==> config.mk <==
export PLATFORM = sky130hd
export DESIGN_NAME = extram_stream_bridge
export DESIGN_NICKNAME = d
export VERILOG_FILES = /design/src/rtl/extram_bridge_pkg.sv /design/src/rtl/word_fifo.sv /design/src/rtl/extram_stream_bridge.sv
export SDC_FILE = /design/constraint.sdc
export NUM_CORES = 1
export LEC_CHECK = 0
export ABC_AREA = 1
export CAP_MARGIN = 10
export CORE_UTILIZATION = 35
export CTS_CLUSTER_DIAMETER = 150
export CTS_CLUSTER_SIZE = 12
export DETAILED_ROUTE_END_ITERATION = 10
export MAX_ROUTING_LAYER = met4
export PLACE_DENSITY_LB_ADDON = 0.25
export SYNTH_ARGS = -nofsm -noshare
export SYNTH_HDL_FRONTEND = slang
export SYNTH_SLANG_ARGS = --single-unit
==> constraint.sdc <==
create_clock -name clk -period 6 [get_ports clk]
set_clock_uncertainty 0.15 [all_clocks]
set_input_delay 0.9 -clock clk [delete_from_list [all_inputs] [get_ports clk]]
set_output_delay 0.9 -clock clk [all_outputs]
set_load 0.005 [all_outputs]
==> src/rtl/extram_bridge_pkg.sv <==
// Shared definitions for the external-RAM stream bridge: register map,
// STATUS/CTRL bit positions and the TX serializer state encoding.
package extram_bridge_pkg;

  typedef enum logic [1:0] {
    REG_TXDATA = 2'd0,
    REG_RXDATA = 2'd1,
    REG_STATUS = 2'd2,
    REG_CTRL   = 2'd3
  } reg_addr_t;

  localparam int unsigned ST_TX_ERR   = 8;
  localparam int unsigned ST_TX_OVF   = 9;
  localparam int unsigned ST_RX_UNF   = 10;
  localparam int unsigned ST_RX_OVF   = 11;
  localparam int unsigned ST_RX_COUNT = 16;

  localparam int unsigned CT_TX_FLUSH = 0;
  localparam int unsigned CT_RX_FLUSH = 1;
  localparam int unsigned CT_IE_RX    = 8;
  localparam int unsigned CT_IE_TX    = 9;

  typedef enum logic {
    TX_IDLE,
    TX_SEND
  } tx_state_t;

endpackage

==> src/rtl/word_fifo.sv <==
// 32-bit word FIFO with combinational head; a pop frees its slot for a push
// in the same cycle, and flush discards both.
module word_fifo #(
  parameter int unsigned DEPTH_LOG2 = 4
) (
  input  logic                  clk,
  input  logic                  nrst,
  input  logic                  push,
  input  logic                  pop,
  input  logic                  flush,
  input  logic [31:0]           data_in,
  output logic                  full,
  output logic                  empty,
  output logic [DEPTH_LOG2:0]   count,
  output logic [31:0]           head
);

  localparam int unsigned DEPTH = 1 << DEPTH_LOG2;

  logic [31:0]           mem [DEPTH];
  logic [DEPTH_LOG2-1:0] wr_ptr;
  logic [DEPTH_LOG2-1:0] rd_ptr;
  logic                  do_push;
  logic                  do_pop;

  assign empty   = (count == '0);
  assign full    = (count == {1'b1, {DEPTH_LOG2{1'b0}}});
  assign do_pop  = pop && !empty && !flush;
  assign do_push = push && (!full || do_pop) && !flush;
  assign head    = mem[rd_ptr];

  always_ff @(posedge clk) begin
    if (nrst || flush) begin
      wr_ptr <= '0;
      rd_ptr <= '0;
      count  <= '0;
    end else begin
      if (do_push) wr_ptr <= wr_ptr + DEPTH_LOG2'(1);
      if (do_pop)  rd_ptr <= rd_ptr + DEPTH_LOG2'(1);
      count <= count + (DEPTH_LOG2+1)'(do_push) - (DEPTH_LOG2+1)'(do_pop);
    end
  end

  always_ff @(posedge clk) begin
    if (do_push) mem[wr_ptr] <= data_in;
  end

endmodule

==> src/rtl/extram_stream_bridge.sv <==
// CPU external-RAM slave bridging 32-bit register accesses to 8-bit TX/RX
// byte streams through two word FIFOs, with sticky status and a level IRQ.
module extram_stream_bridge
  import extram_bridge_pkg::*;
#(
  parameter int unsigned DEPTH_LOG2   = 4,
  parameter int unsigned TX_IRQ_LEVEL = 0
) (
  input  logic        clk,
  input  logic        nrst,
  input  logic [15:0] extram_a,
  input  logic [31:0] extram_d_out,
  input  logic        extram_cs,
  input  logic        extram_oe,
  input  logic [3:0]  extram_wstrb,
  output logic [31:0] extram_d_in,
  output logic [7:0]  tx_data,
  output logic        tx_valid,
  input  logic        tx_ready,
  input  logic [7:0]  rx_data,
  input  logic        rx_valid,
  output logic        rx_ready,
  output logic        irq
);

  reg_addr_t addr;
  logic      rd;
  logic      wr;
  logic      unused_addr;

  assign addr        = reg_addr_t'(extram_a[3:2]);
  assign rd          = extram_cs && extram_oe;
  assign wr          = extram_cs && (extram_wstrb != 4'h0);
  assign unused_addr = ^{extram_a[15:4], extram_a[1:0]};

  logic       ie_rx;
  logic       ie_tx;
  logic       tx_flush;
  logic       rx_flush;
  logic [3:0] flags;
  logic [3:0] flag_set;
  logic [3:0] flag_clr;

  assign tx_flush = wr && addr == REG_CTRL && extram_wstrb[0] && extram_d_out[CT_TX_FLUSH];
  assign rx_flush = wr && addr == REG_CTRL && extram_wstrb[0] && extram_d_out[CT_RX_FLUSH];
  assign flag_clr = (wr && addr == REG_STATUS && extram_wstrb[1])
                    ? extram_d_out[ST_RX_OVF:ST_TX_ERR] : 4'h0;

  // TX side
  logic                tx_push_req;
  logic                tx_load;
  logic                tx_full;
  logic                tx_empty;
  logic [DEPTH_LOG2:0] tx_count;
  logic [31:0]         tx_head;
  tx_state_t           tx_state;
  tx_state_t           tx_state_next;
  logic [1:0]          tx_idx;
  logic [31:0]         tx_shift;

  assign tx_push_req = wr && addr == REG_TXDATA && extram_wstrb == 4'hF;

  word_fifo #(.DEPTH_LOG2(DEPTH_LOG2)) tx_fifo (
    .clk     (clk),
    .nrst    (nrst),
    .push    (tx_push_req),
    .pop     (tx_load),
    .flush   (tx_flush),
    .data_in (extram_d_out),
    .full    (tx_full),
    .empty   (tx_empty),
    .count   (tx_count),
    .head    (tx_head)
  );

  always_ff @(posedge clk) begin
    if (nrst) tx_state <= TX_IDLE;
    else      tx_state <= tx_state_next;
  end

  always_comb begin
    tx_state_next = tx_state;
    if (tx_flush) begin
      tx_state_next = TX_IDLE;
    end else begin
      case (tx_state)
        TX_IDLE: if (!tx_empty) tx_state_next = TX_SEND;
        TX_SEND: if (tx_ready && tx_idx == 2'd3 && tx_empty) tx_state_next = TX_IDLE;
        default: tx_state_next = TX_IDLE;
      endcase
    end
  end

  // tx_load doubles as the FIFO pop: from IDLE, or back-to-back after byte 3
  always_comb begin
    tx_valid = (tx_state == TX_SEND);
    tx_data  = tx_valid ? tx_shift[7:0] : 8'h00;
    tx_load  = !tx_empty && ((tx_state == TX_IDLE) || (tx_valid && tx_ready && tx_idx == 2'd3));
  end

  always_ff @(posedge clk) begin
    if (nrst || tx_flush) begin
      tx_idx   <= '0;
      tx_shift <= '0;
    end else if (tx_load) begin
      tx_idx   <= '0;
      tx_shift <= tx_head;
    end else if (tx_valid && tx_ready) begin
      tx_idx   <= tx_idx + 2'd1;
      tx_shift <= {8'h00, tx_shift[31:8]};
    end
  end

  // RX side
  logic                rx_pop_req;
  logic                rx_pop;
  logic                rx_accept;
  logic                rx_push;
  logic                rx_full;
  logic                rx_empty;
  logic [DEPTH_LOG2:0] rx_count;
  logic [31:0]         rx_head;
  logic [1:0]          rx_idx;
  logic [31:0]         rx_asm;

  assign rx_pop_req = rd && addr == REG_RXDATA;
  assign rx_pop     = rx_pop_req && !rx_empty;
  assign rx_ready   = !nrst && !(rx_idx == 2'd3 && rx_full && !rx_pop);
  assign rx_accept  = rx_valid && rx_ready;
  assign rx_push    = rx_accept && rx_idx == 2'd3;

  word_fifo #(.DEPTH_LOG2(DEPTH_LOG2)) rx_fifo (
    .clk     (clk),
    .nrst    (nrst),
    .push    (rx_push),
    .pop     (rx_pop_req),
    .flush   (rx_flush),
    .data_in ({rx_data, rx_asm[31:8]}),
    .full    (rx_full),
    .empty   (rx_empty),
    .count   (rx_count),
    .head    (rx_head)
  );

  // bytes enter at the top so byte 0 ends up lowest when byte 3 completes the word
  always_ff @(posedge clk) begin
    if (nrst || rx_flush) begin
      rx_idx <= '0;
      rx_asm <= '0;
    end else if (rx_accept) begin
      rx_idx <= rx_idx + 2'd1;
      rx_asm <= {rx_data, rx_asm[31:8]};
    end
  end

  // Status, control and interrupt
  assign flag_set = {rx_push && rx_flush,
                     rx_pop_req && rx_empty,
                     tx_push_req && tx_full && !tx_load,
                     wr && addr == REG_TXDATA && extram_wstrb != 4'hF};

  always_ff @(posedge clk) begin
    if (nrst) begin
      flags <= '0;
      ie_rx <= 1'b0;
      ie_tx <= 1'b0;
      irq   <= 1'b0;
    end else begin
      flags <= (flags & ~flag_clr) | flag_set;
      if (wr && addr == REG_CTRL && extram_wstrb[1]) begin
        ie_rx <= extram_d_out[CT_IE_RX];
        ie_tx <= extram_d_out[CT_IE_TX];
      end
      irq <= (ie_rx && rx_count != '0) || (ie_tx && 32'(tx_count) <= TX_IRQ_LEVEL);
    end
  end

  always_comb begin
    extram_d_in = '0;
    case (addr)
      REG_RXDATA: if (!rx_empty) extram_d_in = rx_head;
      REG_STATUS: begin
        extram_d_in[DEPTH_LOG2:0]                  = tx_count;
        extram_d_in[ST_RX_COUNT +: DEPTH_LOG2+1]   = rx_count;
        extram_d_in[ST_RX_OVF:ST_TX_ERR]           = flags;
      end
      REG_CTRL: begin
        extram_d_in[CT_IE_RX] = ie_rx;
        extram_d_in[CT_IE_TX] = ie_tx;
      end
      default: extram_d_in = '0;
    endcase
  end

endmodule

# After elaboration in Yosys (flattened, before gate mapping)
# Memory sizes are Yosys's and may differ from the RTL's. A register that Yosys moved wholly into a read port is not among the register bits.
# Cells that the tools add are included.
# totals
ramBits	1024
mem_count	2
reg_bits	102
# op_classes
eq_ne	9
n_bitwise	4
order_cmp	1
n_addsub	10
muxes	23
n_reduce_logical	61
# mem_list
name	depth	word_bits	read_ports	rd_clocked_by_memory_dff	write_ports	line_no	rtl
rx_fifo.mem	16	32	1	1	1	word_fifo.sv:20	logic [31:0] mem [DEPTH];
tx_fifo.mem	16	32	1	1	1	word_fifo.sv:20	
# ops
cell	count
$mux 32	3
$logic_and 1x1->1	37
$mux 4	6
$pmux 5 s2	2
$add 4x1->4 const B	4
$mux 11	1
$add 5x1->5	2
$eq 5x5->1 const B	2
$logic_not 1->1	10
$logic_not 5->1	2
$sub 5x1->5	2
$eq 2x2->1 const B	4
$mux 8	1
$logic_or 1x1->1	6
$mux 1	6
$pmux 2 s3	1
$le 5x1->1 const B	1
$reduce_bool 5->1	1
$add 2x1->2 const B	2
$and 4x4->4	1
$eq 4x4->1 const B	1
$ne 4x4->1 const B	1
$not 4->4	1
$or 4x4->4	1
other kinds (9)	10

# Depth between registers and ports, before layout
# Gate-level depths: netlist of the first run.
# depth
ltp_word	13
depth_mapped	21
mapped_depth_nobuf	20

# Hierarchy
# From an unflattened synthesis of the first run, not the netlist that was laid out.
# unflattened
cells_unflattened	4880
hier_area_um2	49199.7
# by_module_without_submodules
mod	seq_area_each_um2	n_inst	area_each_um2	cells_each
word_fifo	15715.1	2	22934.5	2199
extram_stream_bridge	1361.3	1	3330.7	482

# Worst setup path after synthesis of the first run
# OpenSTA, ideal clock, no wires.
# synth_timing
path_type	in2reg
from	input port extram_a[3]
to	memory rx_fifo.mem[4][0], enable pin
slack_ns	1.211
path_stages	11
path_buffers	1
required_time_ns	5.389
setup_time_ns	0.461
arrival_time_ns	4.178
path_cell_list	inv_1 ha_1 nand3_1 nand2_1 inv_2 nand2_2 nand3_4 nor2_4 nand3_2 buf_2 nor3_1
# synth_via
elab_chain_cells	13
# synth_lines
element	line_no	rtl
start: declaration	extram_stream_bridge.sv:11	input logic [15:0] extram_a,
$eq 2x1->1	extram_stream_bridge.sv:126	assign rx_pop_req = rd && addr == REG_RXDATA;
$logic_and 1x1->1	extram_stream_bridge.sv:126	
$logic_and 1x1->1	word_fifo.sv:28, extram_stream_bridge.sv:127	
$logic_not 1->1	extram_stream_bridge.sv:128	assign rx_ready = !nrst && !(rx_idx == 2'd3 && rx_full && !rx_pop);
$logic_and 1x1->1	extram_stream_bridge.sv:128	
$logic_not 1->1	extram_stream_bridge.sv:128	
$logic_and 1x1->1	extram_stream_bridge.sv:128	
$logic_and 1x1->1	extram_stream_bridge.sv:129	assign rx_accept = rx_valid && rx_ready;
$logic_and 1x1->1	extram_stream_bridge.sv:130	assign rx_push = rx_accept && rx_idx == 2'd3;
$logic_and 1x1->1	word_fifo.sv:29	assign do_push = push && (!full || do_pop) && !flush;
$logic_and 1x1->1 (*)	word_fifo.sv:29	
$mux 1 (*)	word_fifo.sv:45	if (do_push) mem[wr_ptr] <= data_in;
$mux 1 (not written as such) (*)	word_fifo.sv:45	
end: declaration	word_fifo.sv:20	
# Mark *: on every way between the ends. The rest lies on a longest branch, timed or not.

# Final worst setup path of the first run
# layout_timing
from	input port extram_a[3]
to	output port extram_d_in[8]
# layout_via
elab_chain_cells	2
# layout_lines
element	line_no	rtl
$eq 2x2->1 / $eq 2x1->1 (equally long branches)	extram_stream_bridge.sv:180	case (addr)
$pmux 2 s3 (*)	extram_stream_bridge.sv:180	
end: declaration	extram_stream_bridge.sv:16	output logic [31:0] extram_d_in,
# Marked as above.

==> impl_results.md, run 1 <==
* Outcome: completed
* Die width at 363 µm
* CTS tree: yes
* Number of synthesized register bits at 1126
* Final Cycle Share at 0.802
* Final worst slack at 1.19 ns
* Initial Util at 0.353
* CP required at 4.95 ns
* Clock Root Buffer: clkbuf_16
* Mapped Cells at 3914
* Mapped cell area at 45700 µm²
* Total GRT Usage at 0.190
* Clk slew on worst S/H paths at 0.06 ns
* Routed Antenna Nets at 0
* Pwr Density at 351 nW/µm²
* Worst skew pair latency at 0.72 ns
* RSZ-0062 raised after global routing: no
* DRC Markers at 0
* Max-cap violation count at 0
* Gr ovfl total at 0
* Post-synthesis sequential area ratio at 0.718
* Post-CTS Setup Repair Bufs at 0
* DP Wirelength at 60700 µm
* Die span in y at 363 µm
* Yosys top cell area share at 0.673
* Syn nets at 4011
* Worst setup SP type: primary input
* First-pass GRT wire length at 182000 µm
* Gp weighted congestion at 0.792
* Die area at 132000 µm²
* Synth unique cells at 36
* Setup TNS at 0 ns
* Number of port buffers at 94
* Critical path endpoint category: output pin
* Synth warnings at 0
* Area Overhead vs Synth at 13.1%
* Drt first pass iters at 5
* H-tree depth at 3
* Syn_area_per_cell at 11.7 µm²
* Routed vias at 29300
* Resized Gates After CTS at 0
* FILL cells at 12300
* Num rows at 132
* Largest net degree at the start of global routing at 220
* # hold bufs at CTS at 0
* Worst vdd ir at 0.000258 V
* Worst-margin pin slew at 1.16 ns
* CTS buffer count at 103
* Vias in the first global route at 27900
* CTS max path bufs at 3
* Final Hold Viols at 0
* Core ar. at 129000 µm²
* Worst Path Max Fanout at 24
* Total Wirelength at 123000 µm
* Slew HR at 0.224
* Leading area contributor after synthesis: edfxtp_1
* NumNets Final at 4047
* Worst setup path class: primary input to output pin
* WL per Instance at 21.2 µm
* Max-slew violation count at 0
* Drt initial violations at 2723
* Clock sink total at 1126
* Critical Path AT at 3.76 ns
* Max Clock Freq at 0.208 GHz
* Min-delay worst type: flip-flop to flip-flop
* Vias per Instance at 5.06
* Share of cells above drive strength 1 at 0.0606
* # IOs at 109
* Dpl ws at 1.28 ns
* Initial antenna violation count at 8
* Final setup viols at 0
* Core Util, Final at 0.399
* Pleak at 17.6 nW
* Fin crit period at 4.81 ns
* Top post-synthesis cells by area: edfxtp_1, nor2_1, o21ai_0
## Yosys cell counts
cell type and number:
buf_2 90, inv_2 8, nor2_4 1, nand2_2 4, nor3b_1 1, or2_2 4, nand2_1 506, buf_1 22
ha_1 29, o211ai_1 145, inv_1 232, o31ai_1 5, o21ai_0 412, buf_4 7, dfxtp_1 102, o21bai_1 2
edfxtp_1 1024, nand3_1 301, clkinv_1 1, a21oi_1 144, a211oi_1 1, nand3_4 1, nand4_1 6, nor2_2 1
clkbuf_1 110, o22ai_1 15, nor2_1 659, a21boi_0 1, o221ai_1 6, o21ai_1 9, xor2_1 6, fa_1 2
mux2i_1 16, buf_6 6, nor3_1 34, nand3_2 1
## layout by cell type (no fill, tap or decap), drive strengths merged
cell | synthesis | layout
o22ai | 15 | 15
clkbuf | 110 | 190
ha | 29 | 29
nand3 | 303 | 303
o211ai | 145 | 145
o21bai | 2 | 2
dfxtp | 102 | 102
a21oi | 144 | 144
nand2 | 510 | 510
mux2i | 16 | 16
buf | 125 | 72
nor3b | 1 | 1
xor2 | 6 | 6
a211oi | 1 | 1
o21ai | 421 | 421
o221ai | 6 | 6
o31ai | 5 | 5
diode | 0 | 4
or2 | 4 | 4
clkdlybuf4s50 | 0 | 94
a21boi | 1 | 1
nand4 | 6 | 6
fa | 2 | 2
clkinv | 1 | 7
inv | 240 | 240
nor3 | 34 | 34
nor2 | 661 | 661
edfxtp | 1024 | 1024
## where the power goes
group	internal, mW	leakage, nW	switching (mW)	total [mW]
clock network	3.30	1.44	2.89	6.19
logic	0.990	6.04	2.10	3.09
registers	8.67	10.2	0.213	8.88
## path summary, 6_finish.rpt
check                                 startpoint          endpoint  slack [ns]  depth (start not counted)
worst max-delay path                 extram_a[3]    extram_d_in[8]        1.19                          9
worst min-delay path                tx_shift[26]      tx_shift[26]        0.32                          2
worst max register to register  tx_fifo.count[2]  tx_fifo.count[4]        2.26                         19
worst min register to register      tx_shift[26]      tx_shift[26]        0.32                          2
## sequential cells by signal, indices dropped and copies added (netlist names), named ones only
signal          cells
tx_fifo.wr_ptr      4
rx_asm             24
rx_fifo.rd_ptr      4
ie_tx               1
rx_fifo.mem       512
irq                 1
tx_valid            1
tx_fifo.count       5
rx_fifo.wr_ptr      4
tx_shift           32
rx_idx              2
ie_rx               1
tx_fifo.rd_ptr      4
rx_fifo.count       5
tx_fifo.mem       512
tx_idx              2
flags               4
## critical path: stages
cell             delay (ns)
clkdlybuf4s50_1        0.52
inv_1                  0.16
ha_1                   0.19
nand2_1                0.41
inv_1                  0.16
buf_4                  0.34
nand2_1                0.11
a21oi_1                0.37
clkdlybuf4s50_1        0.59
## cells by family (layout without fill, tap and decap cells)
family / after synthesis / after routing / share of synthesized area
mux: 16 / 16 / 0.00350
other cells: 0 / 4 / 0
compound gates: 740 / 740 / 0.0904
buf+inv: 476 / 603 / 0.0431
xor+xnor: 6 / 6 / 0.00115
simple gates: 1519 / 1519 / 0.135
flops: 1126 / 1126 / 0.718
fa+ha+maj: 31 / 31 / 0.00882
## through the flow
step / total power, mW / hold slack (ns) / instance area [µm²] / std cells
finish: 18.2 / 0.318 / 51700 / 5787
global route: 19.0 / 0.329 / 51700 / 5787
CTS: 18.3 / 0.317 / 51700 / 5783
detailed placement: 12.2 / 0.306 / 48600 / 5587
global placement: 12.1 / 0.303 / 48600 / 5587
floorplan: 11.2 / 0.287 / 45700 / 3914
## layout make-up
| class | instances | area, µm² | area share |
|---|---|---|---|
| diodes | 4 | 10.0 | 0.000194 |
| clock buffers | 190 | 2940 | 0.0568 |
| clock inverters | 6 | 121 | 0.00235 |
| inverters | 241 | 916 | 0.0177 |
| multi-input cells | 2312 | 11100 | 0.215 |
| flip-flops and latches | 1126 | 32800 | 0.635 |
| well taps | 1742 | 2180 | 0.0422 |
| repair buffers | 166 | 1590 | 0.0308 |
## metal layers
metal	track usage	part of all wire	wire length, µm	vias up
met5	-	0	0	-
met4	0.0469	0.019	2390	0
met3	0.0295	0.052	6400	152
met2	0.298	0.47	57800	748
met1	0.258	0.46	56100	14500
li1	-	-	-	13800
(Power assumes the default switching activity.)
==> run 2: changes to the inputs <==
- clock period: 6 -> 4.7 ns (I/O delays scaled with it)
==> run 2 against run 1 <==
Die area is the same. Register-to-register slack lost 0.78 ns. Sequential share of layout area shrank 0.16 points. Sequential power grew 27%. Setup slack lost 0.86 ns. Power grew 27%. Cell count is essentially flat. First-iteration DRC count shrank 12%. Critical path depth grew 1. Non-clock buffer count grew 6. Global-route usage shrank 0.16 points. Flip-flop and latch count is the same.
==> impl_results.md, run 2 (same netlist as run 1, synthesis figures left out) <==
* CP max stage delay at 0.60 ns (about the same)
* Post-CTS Setup Repair Bufs at 0 (unchanged)
* Worst Path Max Fanout at 48 (+100%)
* Clk slew on worst S/H paths at 0.06 ns (about the same)
* Final setup viols at 0 (unchanged)
* Outcome: completed
* Clock sink total at 1126 (unchanged)
* Die span in y at 363 µm (unchanged)
* # hold bufs at CTS at 0 (unchanged)
* Final Cycle Share at 0.929
* Share of cells above drive strength 1 at 0.0616 (+0.000959)
* Slowest-stage cell, CP: dfxtp_4
* Gp weighted congestion at 0.769 (-3.0%)
* Clock Root Buffer: clkbuf_16
* FILL cells at 12300 (+0.32%)
* Initial Util at 0.353 (unchanged)
* Worst setup path class: flip-flop to output pin
* CP required at 3.85 ns (-1.10 ns)
* Critical Path AT at 3.51 ns (-0.25 ns)
* DP Wirelength at 61000 µm (+0.59%)
* Vias per Instance at 5.03 (-0.49%)
* FF/Latch Area at 32800 µm² (unchanged)
* Tot Pwr at 23.1 mW (+27%)
* Routed Antenna Nets at 0 (unchanged)
* DRC Markers at 0 (unchanged)
* Pleak at 17.7 nW (+0.30%)
* Initial antenna violation count at 7 (-1)
* Num rows at 132 (unchanged)
* Worst setup SP type: flip-flop
* Max Clock Freq at 0.229 GHz
* CTS buffer count at 103 (unchanged)
* Fin crit period at 4.37 ns
* Die area at 132000 µm² (unchanged)
* Most frequent cells in the layout: edfxtp_1, nor2_1, nand2_1, o21ai_0, nand3_1
* Largest net degree at the start of global routing at 198 (-10%)
* Hold path depth at 2 (unchanged)
* Die width at 363 µm (unchanged)
* Area Overhead vs Synth at 13.4%
* Drt initial violations at 2390 (-12%)
* # IOs at 109 (unchanged)
* Max-slew violation count at 0 (unchanged)
* Core ar. at 129000 µm² (unchanged)
* Total Wirelength at 122000 µm (-0.56%)
* Routed vias at 29100 (-0.44%)
* Number of port buffers at 94 (unchanged)
* NumNets Final at 4053 (+0.15%)
* Critical path endpoint category: output pin
* R2R cell count at 19 (unchanged)
* WL per Instance at 21.1 µm (-0.61%)
* Resized Gates After CTS at 0 (unchanged)
* Pwr Density at 446 nW/µm² (+27%)
* Worst-margin pin slew at 1.27 ns (+0.103 ns)
* Worst vdd ir at 0.000391 V (+51%)
* Setup TNS at 0 ns (unchanged)
* First-pass GRT wire length at 181000 µm (-1.1%)
* Regs by FF count: rx_fifo.mem (512), tx_fifo.mem (512), tx_shift (32)
* Vias in the first global route at 27300 (-2.1%)
* CTS tree: yes
* CP cell instances: clkinv_2, buf_12, nor2_1, o21ai_0, nand3_1, nand3_1, nand2_1, nand2_1, a21oi_1, clkdlybuf4s50_1
* Slew HR at 0.154 (-0.0698)
* CTS max path bufs at 3 (unchanged)
* H-tree depth at 3 (unchanged)
* Final Hold Viols at 0 (unchanged)
* Gr ovfl total at 0 (unchanged)
* Min-delay worst type: flip-flop to flip-flop
* Multi-input gate area at 11100 µm² (unchanged)
* Worst skew pair latency at 0.71 ns (about the same)
* Drt first pass iters at 5 (unchanged)
* RSZ-0062 raised after global routing: no
* Commonest non-fill, non-tap cell in the layout: edfxtp_1
* Total GRT Usage at 0.188 (-0.00164)
* Min-Delay Startpoint: tx_shift[23]
* Worst R2R Start: tx_fifo.count[2]
* Max-cap violation count at 0 (unchanged)
* Core Util, Final at 0.400 (+0.00101)
## run 2: cell count changes in the layout (fill, tap and decap cells not counted), sizes merged
cell,change
clkbuf,-2
buf,+6
clkinv,-2
diode,+1
## run 2: where the power goes
group / switching, mW / total [mW] / internal [mW]
Clock: 3.61 / 7.80 / 4.19
Combinational: 2.75 / 4.05 / 1.29
Sequential: 0.216 / 11.3 / 11.1
Total: 6.58 / 23.1 / 16.6
## run 2: area by class of cell
type / instances / share of cell area
Sequential cell: 1126 / 0.633
Inverter: 241 / 0.0177
Timing Repair Buffer: 172 / 0.0341
Clock inverter: 4 / 0.00167
Multi-Input combinational cell: 2312 / 0.214
Tap cell: 1742 / 0.0421
Clock buffer: 188 / 0.0565
Antenna cell: 5 / 0.000241
## run 2: path summary, 6_finish.rpt
path	slack, ns	end
min	0.32	tx_shift[23]
min reg2reg	0.32	tx_shift[23]
max reg2reg	1.48	tx_fifo.count[4]
max	0.33	extram_d_in[8]
## run 2: routing by layer
metal  wire length (µm)  part of all wire  GRT usage
met1              56300              0.46      0.259
met2              57000              0.47      0.295
met3               6380             0.052     0.0255
met4               2290             0.019     0.0458
met5                  0                 0          -
## run 2: through the flow
step | worst slack, ns | instances | hold WS [ns] | instance area, µm²
2_1_floorplan | 0.106 | 3914 | 0.287 | 45700
3_3_place_gp | 0.608 | 5593 | 0.305 | 48800
3_5_place_dp | 0.655 | 5593 | 0.307 | 48800
4_1_cts | 0.231 | 5785 | 0.317 | 51800
5_1_grt | 0.129 | 5789 | 0.338 | 51800
6_report | 0.334 | 5790 | 0.317 | 51800
## run 2: worst max-delay path: cells and delay by family, from the launching register on
kind                   cells  cell delay [ns]
buffers and inverters      3             1.21
AND/OR/NAND/NOR            5             0.64
flip-flops                 1             0.60
AO/OA/AOI/OAI              2             0.29
